**src/rtl/rv32i_pkg.sv**
```systemverilog
// Shared RV32I core constants plus the instruction-cache geometry defaults,
// derived address-field widths and refill FSM state encoding.
package rv32i_pkg;

  localparam int DPW               = 32;
  localparam int ICACHE_LINE_WORDS = 4;
  localparam int ICACHE_NUM_LINES  = 16;

  localparam int OFF_W = $clog2(ICACHE_LINE_WORDS);
  localparam int IDX_W = $clog2(ICACHE_NUM_LINES);
  localparam int TAG_W = DPW - IDX_W - OFF_W - 2;

  typedef enum logic [1:0] {
    IDLE = 2'd0,
    REQ  = 2'd1,
    FILL = 2'd2,
    DONE = 2'd3
  } icache_state_e;

endpackage

```
**src/rtl/icache_refill_ctrl_if.sv**
```systemverilog
// Backing-memory line request (valid/ready) and response-beat bus used by
// the instruction-cache refill controller.
interface icache_refill_ctrl_if #(
  parameter int DPW = 32
);

  logic           mem_req_valid;
  logic           mem_req_ready;
  logic [DPW-1:0] mem_req_addr;
  logic           mem_rsp_valid;
  logic [DPW-1:0] mem_rsp_data;

  modport master (
    output mem_req_valid,
    output mem_req_addr,
    input  mem_req_ready,
    input  mem_rsp_valid,
    input  mem_rsp_data
  );

  modport slave (
    input  mem_req_valid,
    input  mem_req_addr,
    output mem_req_ready,
    output mem_rsp_valid,
    output mem_rsp_data
  );

endinterface

```
**src/rtl/icache_tag_store.sv**
```systemverilog
// Direct-mapped tag/valid store: combinational lookup, one write port and a
// flash invalidate that takes priority over a same-cycle write.
module icache_tag_store #(
  parameter int IDX_BITS = rv32i_pkg::IDX_W,
  parameter int TAG_BITS = rv32i_pkg::TAG_W
) (
  input  logic                clk,
  input  logic                rst,
  input  logic [IDX_BITS-1:0] i_rd_idx,
  input  logic [TAG_BITS-1:0] i_rd_tag,
  output logic                o_hit,
  input  logic                i_wr_en,
  input  logic [IDX_BITS-1:0] i_wr_idx,
  input  logic [TAG_BITS-1:0] i_wr_tag,
  input  logic                i_flash_inv
);

  localparam int N_LINES = 1 << IDX_BITS;

  logic [N_LINES-1:0]  r_valid;
  logic [TAG_BITS-1:0] r_tag [N_LINES];

  always_ff @(posedge clk or posedge rst) begin
    if (rst) begin
      r_valid <= '0;
    end else if (i_flash_inv) begin
      r_valid <= '0;
    end else if (i_wr_en) begin
      r_valid[i_wr_idx] <= 1'b1;
    end
  end

  // NOTE: the tag array is deliberately not reset; every read is qualified by r_valid.
  always_ff @(posedge clk) begin
    if (i_wr_en) begin
      r_tag[i_wr_idx] <= i_wr_tag;
    end
  end

  assign o_hit = r_valid[i_rd_idx] && (r_tag[i_rd_idx] == i_rd_tag);

endmodule

```
**src/rtl/icache_refill_ctrl.sv**
```systemverilog
// Instruction-cache miss handler: looks up PCF, stalls fetch/decode on a miss
// and refills the whole line beat by beat. Optional counters: ICACHE_PERF_CNT_EN.
module icache_refill_ctrl
  import rv32i_pkg::*;
#(
  parameter int LINE_WORDS = ICACHE_LINE_WORDS,
  parameter int NUM_LINES  = ICACHE_NUM_LINES
) (
  input  logic                                    clk,
  input  logic                                    rst,
  input  logic [DPW-1:0]                          PCF,
  input  logic                                    fence_i,
  output logic                                    hit,
  output logic                                    stallF,
  output logic                                    icache_wr_en,
  output logic [$clog2(NUM_LINES*LINE_WORDS)-1:0] icache_wr_addr,
  output logic [DPW-1:0]                          icache_wr_data,
  icache_refill_ctrl_if.master                    mem
`ifdef ICACHE_PERF_CNT_EN
  ,
  output logic [31:0]                             hit_cnt,
  output logic [31:0]                             miss_cnt
`endif
);

  localparam int OFF_BITS = $clog2(LINE_WORDS);
  localparam int IDX_BITS = $clog2(NUM_LINES);
  localparam int LO       = OFF_BITS + 2;
  localparam int TAG_BITS = DPW - IDX_BITS - LO;

  localparam logic [1:0] ST_IDLE = IDLE;
  localparam logic [1:0] ST_REQ  = REQ;
  localparam logic [1:0] ST_FILL = FILL;
  localparam logic [1:0] ST_DONE = DONE;

  logic [1:0]          r_state;
  logic [OFF_BITS-1:0] r_beat;
  logic [DPW-1:0]      r_base;
  logic                r_abort;

  logic [IDX_BITS-1:0] w_pc_idx;
  logic [TAG_BITS-1:0] w_pc_tag;
  logic [IDX_BITS-1:0] w_base_idx;
  logic [TAG_BITS-1:0] w_base_tag;
  logic                w_last_beat;
  logic                w_tag_wr_en;
  logic                w_unused_pc_bits;

  assign w_pc_idx         = PCF[LO +: IDX_BITS];
  assign w_pc_tag         = PCF[DPW-1 -: TAG_BITS];
  assign w_base_idx       = r_base[LO +: IDX_BITS];
  assign w_base_tag       = r_base[DPW-1 -: TAG_BITS];
  assign w_last_beat      = (r_beat == OFF_BITS'(LINE_WORDS - 1));
  assign w_unused_pc_bits = ^PCF[LO-1:0];

  // A fence landing in DONE must also keep the just-filled line invalid.
  assign w_tag_wr_en = (r_state == ST_DONE) && !r_abort && !fence_i;

  icache_tag_store #(
    .IDX_BITS (IDX_BITS),
    .TAG_BITS (TAG_BITS)
  ) u_tag_store (
    .clk         (clk),
    .rst         (rst),
    .i_rd_idx    (w_pc_idx),
    .i_rd_tag    (w_pc_tag),
    .o_hit       (hit),
    .i_wr_en     (w_tag_wr_en),
    .i_wr_idx    (w_base_idx),
    .i_wr_tag    (w_base_tag),
    .i_flash_inv (fence_i)
  );

  // NOTE: all state updates use non-blocking assignments so every register samples pre-edge values.
  always_ff @(posedge clk or posedge rst) begin
    if (rst) begin
      r_state <= ST_IDLE;
      r_beat  <= '0;
      r_base  <= '0;
      r_abort <= 1'b0;
    end else begin
      case (r_state)
        ST_IDLE: begin
          if (!hit) begin
            r_base  <= {PCF[DPW-1:LO], {LO{1'b0}}};
            r_state <= ST_REQ;
          end
        end
        ST_REQ: begin
          if (mem.mem_req_ready) begin
            r_beat  <= '0;
            r_state <= ST_FILL;
          end
        end
        ST_FILL: begin
          if (mem.mem_rsp_valid) begin
            r_beat <= r_beat + 1'b1;
            if (w_last_beat) begin
              r_state <= ST_DONE;
            end
          end
        end
        ST_DONE: r_state <= ST_IDLE;
        default: r_state <= ST_IDLE;
      endcase

      // Cleared in DONE so a fence there cannot leak into the next refill.
      if (r_state == ST_DONE) begin
        r_abort <= 1'b0;
      end else if (fence_i && (r_state != ST_IDLE)) begin
        r_abort <= 1'b1;
      end
    end
  end

  assign stallF            = (r_state != ST_IDLE) || !hit;
  assign mem.mem_req_valid = (r_state == ST_REQ);
  assign mem.mem_req_addr  = r_base;
  assign icache_wr_en      = (r_state == ST_FILL) && mem.mem_rsp_valid;
  assign icache_wr_addr    = {w_base_idx, r_beat};
  assign icache_wr_data    = mem.mem_rsp_data;

`ifdef ICACHE_PERF_CNT_EN
  always_ff @(posedge clk or posedge rst) begin
    if (rst) begin
      hit_cnt  <= '0;
      miss_cnt <= '0;
    end else if (r_state == ST_IDLE) begin
      if (hit && (hit_cnt != '1)) begin
        hit_cnt <= hit_cnt + 32'd1;
      end
      if (!hit && (miss_cnt != '1)) begin
        miss_cnt <= miss_cnt + 32'd1;
      end
    end
  end
`endif

  a_rsp_outside_fill_ignored: assert property (
    @(posedge clk) disable iff (rst)
    (mem.mem_rsp_valid && (r_state != ST_FILL)) |-> !icache_wr_en
  );

  a_req_held_until_ready: assert property (
    @(posedge clk) disable iff (rst)
    (mem.mem_req_valid && !mem.mem_req_ready) |=> (mem.mem_req_valid && $stable(mem.mem_req_addr))
  );

endmodule

```
**src/flat_wrapper.sv**
```systemverilog
// flat-port wrapper written by rule: the top's interface ports become plain ports
module icache_refill_ctrl_flat import rv32i_pkg::*;
#(
  parameter int LINE_WORDS = ICACHE_LINE_WORDS,
  parameter int NUM_LINES  = ICACHE_NUM_LINES
)
  (clk, rst, PCF, fence_i, hit, stallF, icache_wr_en, icache_wr_addr, icache_wr_data, mem_mem_req_valid, mem_mem_req_addr, mem_mem_req_ready, mem_mem_rsp_valid, mem_mem_rsp_data);
  icache_refill_ctrl_if #(.DPW(32)) mem_i ();
  input  logic clk;
  input  logic rst;
  input  logic [DPW-1:0] PCF;
  input  logic fence_i;
  output logic hit;
  output logic stallF;
  output logic icache_wr_en;
  output logic [$clog2(NUM_LINES*LINE_WORDS)-1:0] icache_wr_addr;
  output logic [DPW-1:0] icache_wr_data;
  output wire logic [$bits(mem_i.mem_req_valid)-1:0] mem_mem_req_valid;
  output wire logic [$bits(mem_i.mem_req_addr)-1:0] mem_mem_req_addr;
  input wire logic [$bits(mem_i.mem_req_ready)-1:0] mem_mem_req_ready;
  input wire logic [$bits(mem_i.mem_rsp_valid)-1:0] mem_mem_rsp_valid;
  input wire logic [$bits(mem_i.mem_rsp_data)-1:0] mem_mem_rsp_data;
  assign mem_mem_req_valid = mem_i.mem_req_valid;
  assign mem_mem_req_addr = mem_i.mem_req_addr;
  assign mem_i.mem_req_ready = mem_mem_req_ready;
  assign mem_i.mem_rsp_valid = mem_mem_rsp_valid;
  assign mem_i.mem_rsp_data = mem_mem_rsp_data;
  icache_refill_ctrl #(.LINE_WORDS(LINE_WORDS), .NUM_LINES(NUM_LINES)) u_core (.clk(clk), .rst(rst), .PCF(PCF), .fence_i(fence_i), .hit(hit), .stallF(stallF), .icache_wr_en(icache_wr_en), .icache_wr_addr(icache_wr_addr), .icache_wr_data(icache_wr_data), .mem(mem_i));
endmodule
```
**config.mk**
```make
export PLATFORM = sky130hd
export DESIGN_NAME = icache_refill_ctrl_flat
export DESIGN_NICKNAME = d
export VERILOG_FILES = /design/src/rtl/rv32i_pkg.sv /design/src/rtl/icache_refill_ctrl_if.sv /design/src/rtl/icache_tag_store.sv /design/src/rtl/icache_refill_ctrl.sv /design/src/flat_wrapper.sv
export SDC_FILE = /design/constraint.sdc
export NUM_CORES = 1
export LEC_CHECK = 0
export ABC_CLOCK_PERIOD_IN_PS = 8400
export CAP_MARGIN = 15
export CORE_ASPECT_RATIO = 0.75
export CORE_MARGIN = 3
export CORE_UTILIZATION = 30
export CTS_CLUSTER_DIAMETER = 60
export DETAILED_ROUTE_END_ITERATION = 8
export PLACE_DENSITY = 0.45
export SKIP_LAST_GASP = 1
export SLEW_MARGIN = 0
export SYNTH_ARGS = -nofsm -noshare
export SYNTH_HDL_FRONTEND = slang
export SYNTH_SLANG_ARGS = --single-unit
export TNS_END_PERCENT = 100
```
**constraint.sdc**
```tcl
create_clock -name clk -period 8.4 [get_ports clk]
set_clock_uncertainty 0.2 [all_clocks]
set_input_delay 1.68 -clock clk [delete_from_list [all_inputs] [get_ports clk]]
set_output_delay 1.68 -clock clk [all_outputs]
set_load 0.02 [all_outputs]
```
==> flow_summary.ini <==
[synth]
synth.ff_latch_count = 433
number_of_synthesis_warnings = 0
avg_synthesized_cell_area_um2 = 18.9
post_synth_inst_count = 947
synth_ff_type = edfxtp_1
synth.area.top_cells = edfxtp_1 65%, mux4_2 11%, dfrtp_1 6.9%
synth_top_area_share = 0.646
asyncSetResetFlopFracSynth = 0.113
synthDominantAreaCellType = edfxtp_1
synth.yosys.seq_area_share = 0.715
synthesis.area_um2 = 17900
edff_count_synth = 384
ys_types = 60

[worst_setup_path]
critPathLaunchType = input port
path_class = input port to output pin
reg_to_reg_setup_timing_slack_ns = 4.49
endpoint_required_time_on_the_critical_path_ns = 6.52
worstRegToRegCells = 9
timing.critical_path.to_type = output pin
r2r-end = u_core.mem.mem_req_addr[18]
reg2reg_from = u_core.u_tag_store.r_tag[15][14]
crit_fanout = 50
critical_path_arrival_ns = 5.65

[timing]
report.final.hold_viol_count = 0
finalWorstSetupSlack_ns = 0.867
final-setup-viol-count = 0
final_period_minus_worst_setup_slack_ns = 7.53
timing.final.crit_share = 0.897
timing_worst_slew_pin_value_ns = 1.10
rsz0062_at_grt = false
timing.slew.headroom = 0.264
maxClockFrequency_ghz = 0.133
final-max-slew-violation-count = 0
fin_setup_tns_ns = 0

[routing]
final_antenna_net_count = 0
dr_total_vias = 8959
wl_um = 46500
route.detailed.vias_per_inst = 4.87
drt_first_pass_iters = 5
wl_met3_um = 2250
route.top_layer_used = met4
met2RoutedLength_um = 21500
detail_route.iter0.violations = 657
wl_per_cell_um = 25.3
met1Wirelength_um = 21900
drt_drc_violations_left = 0

[final_layout]
layout.cells.most_common = edfxtp_1
layout.cells.most_common_list = 384 x edfxtp_1, 87 x mux4_2, 66 x clkdlybuf4s50_1, 49 x dfrtp_1, 48 x mux2i_1
insertedDiodeCount = 0
utilization = 0.361
drive_above_1_share = 0.243
post-route-cell-area_um2 = 21000
num-nets-final = 1095
area_growth_pct = 17.6

[clock_tree]
clock_tree.htree_level_count = 2
clockRootBuffer = clkbuf_16
clock_sink_count = 433
clk_path_buf_depth = 3
cts.repair_timing.setup_buffer_count = 0
cts_tree = built
clkSlewWorstSetupHoldPaths_ns = 0.06
ctsResizeCount = 0
hold_buffers = 0
cts_made_buffers = 46
clock_latency_reported_for_the_late_side_of_the_worst_skew_pair_ns = 0.56

[placement]
dp.final_hpwl_um = 26600
placedInstanceArea_um2 = 19400
place_worst_setup_slack_ns = 0.968
numPortBuffers = 70
place_congestion = 0.715

[power]
total_leakage_power_nw = 6.91
worst_ir_drop_vdd_uv = 166
p_per_area_nw_per_um2 = 291

[run]
cap_violations = 0

[floorplan]
std_cell_rows = 76
fp.coreArea_um2 = 58100
die_width_um = 288
die_h_um = 217
overall_die_area_um2 = 62500
design.portCount = 143
initial_core_util = 0.307

[status]
outcome = complete, no violations

[global_routing]
grt_start_max_net_pins = 51
overflow = 0
antenna_found_initial = 0
overall_fraction_of_global_route_tracks_in_use = 0.150
grt_pass1_vias = 9387
grt_first_pass_wirelength_um = 67700

[worst_hold_path]
worst_hold_path_type = flip-flop to flip-flop
min_delay_path_depth = 2
timing.hold.worst.start = u_core.u_tag_store.r_valid[14]
min_to = u_core.u_tag_store.r_valid[14]
==> critical path: stages <==
cell             delay (ns)
buf_4                  0.65
buf_4                  0.37
mux2i_1                0.23
a22oi_1                0.12
a31o_2                 0.27
a221oi_1               0.67
a31oi_1                0.33
nor4_4                 0.34
and2_1                 0.27
clkdlybuf4s50_1        0.64
==> registers in the layout, indices dropped and copies added, names as in the netlist <==
name	flops
u_core.r_state	2
u_core.u_tag_store.r_tag	384
u_core.mem.mem_req_addr	28
u_core.r_beat	2
u_core.r_abort	1
u_core.u_tag_store.r_valid	16
==> synthesized netlist by cell type, types with 9 or more instances <==
| cell | instances |
|---|---|
| inv_1 | 24 |
| buf_2 | 21 |
| o22ai_1 | 21 |
| nand2b_1 | 11 |
| a22oi_1 | 12 |
| xnor2_1 | 26 |
| edfxtp_1 | 384 |
| nor2_1 | 34 |
| dfrtp_1 | 49 |
| mux4_2 | 87 |
| mux2i_1 | 48 |
| nor3_1 | 10 |
| clkbuf_1 | 12 |
| mux2_4 | 20 |
| nand3_1 | 9 |
| mux2_2 | 17 |
| buf_4 | 45 |
| nand2_1 | 20 |
==> metrics by stage <==
step / instances / hold WS, ns / power (mW)
after global routing: 1839 / 0.357 / 6.38
final: 1839 / 0.330 / 6.11
after CTS: 1839 / 0.329 / 6.20
after detailed placement: 1753 / 0.319 / 4.05
after global placement: 1753 / 0.312 / 4.03
after floorplan: 950 / 0.286 / 3.57
==> where the power goes <==
| part | internal (mW) | switching [mW] |
|---|---|---|
| registers | 2.75 | 0.326 |
| logic | 0.423 | 0.468 |
| clock network | 1.27 | 0.861 |
| total | 4.45 | 1.66 |
==> metal layers <==
metal  GRT usage  vias up
met2       0.235      221
met1       0.217     4787
met3      0.0285       64
met4      0.0299        0
li1            -     3887
met5           0        -
==> cell families after synthesis <==
| kind of cell | share of synthesized area |
|---|---|
| multiplexers | 0.164 |
| flip-flops | 0.715 |
| AND/OR/NAND/NOR | 0.0332 |
| XOR/XNOR | 0.0147 |
| adder cells (fa/ha/maj) | 0.00350 |
| AO/OA/AOI/OAI | 0.0334 |
| buffers and inverters | 0.0362 |
| other | 0.000210 |
==> final cells by class <==
| class | instances | area (µm²) |
|---|---|---|
| Fill cell | 5388 | 37100 |
| Sequential cell | 433 | 12800 |
| Multi-Input combinational cell | 407 | 4580 |
| Clock buffer | 60 | 1250 |
| Timing Repair Buffer | 106 | 987 |
| Tap cell | 780 | 976 |
| Clock inverter | 26 | 330 |
| Inverter | 27 | 101 |
==> worst max-delay path by stage <==
stage | from | to | slack (ns) | cells past startpoint
5_1_grt | PCF[6] | hit | 0.78 | 10
2_1_floorplan | PCF[5] | hit | 2.47 | 10
4_1_cts | PCF[6] | hit | 0.96 | 10
3_3_place_gp | PCF[6] | hit | 0.97 | 10
3_5_place_dp | PCF[6] | hit | 0.97 | 10
6_report | PCF[6] | hit | 0.87 | 10
(Power assumes the default switching activity.)
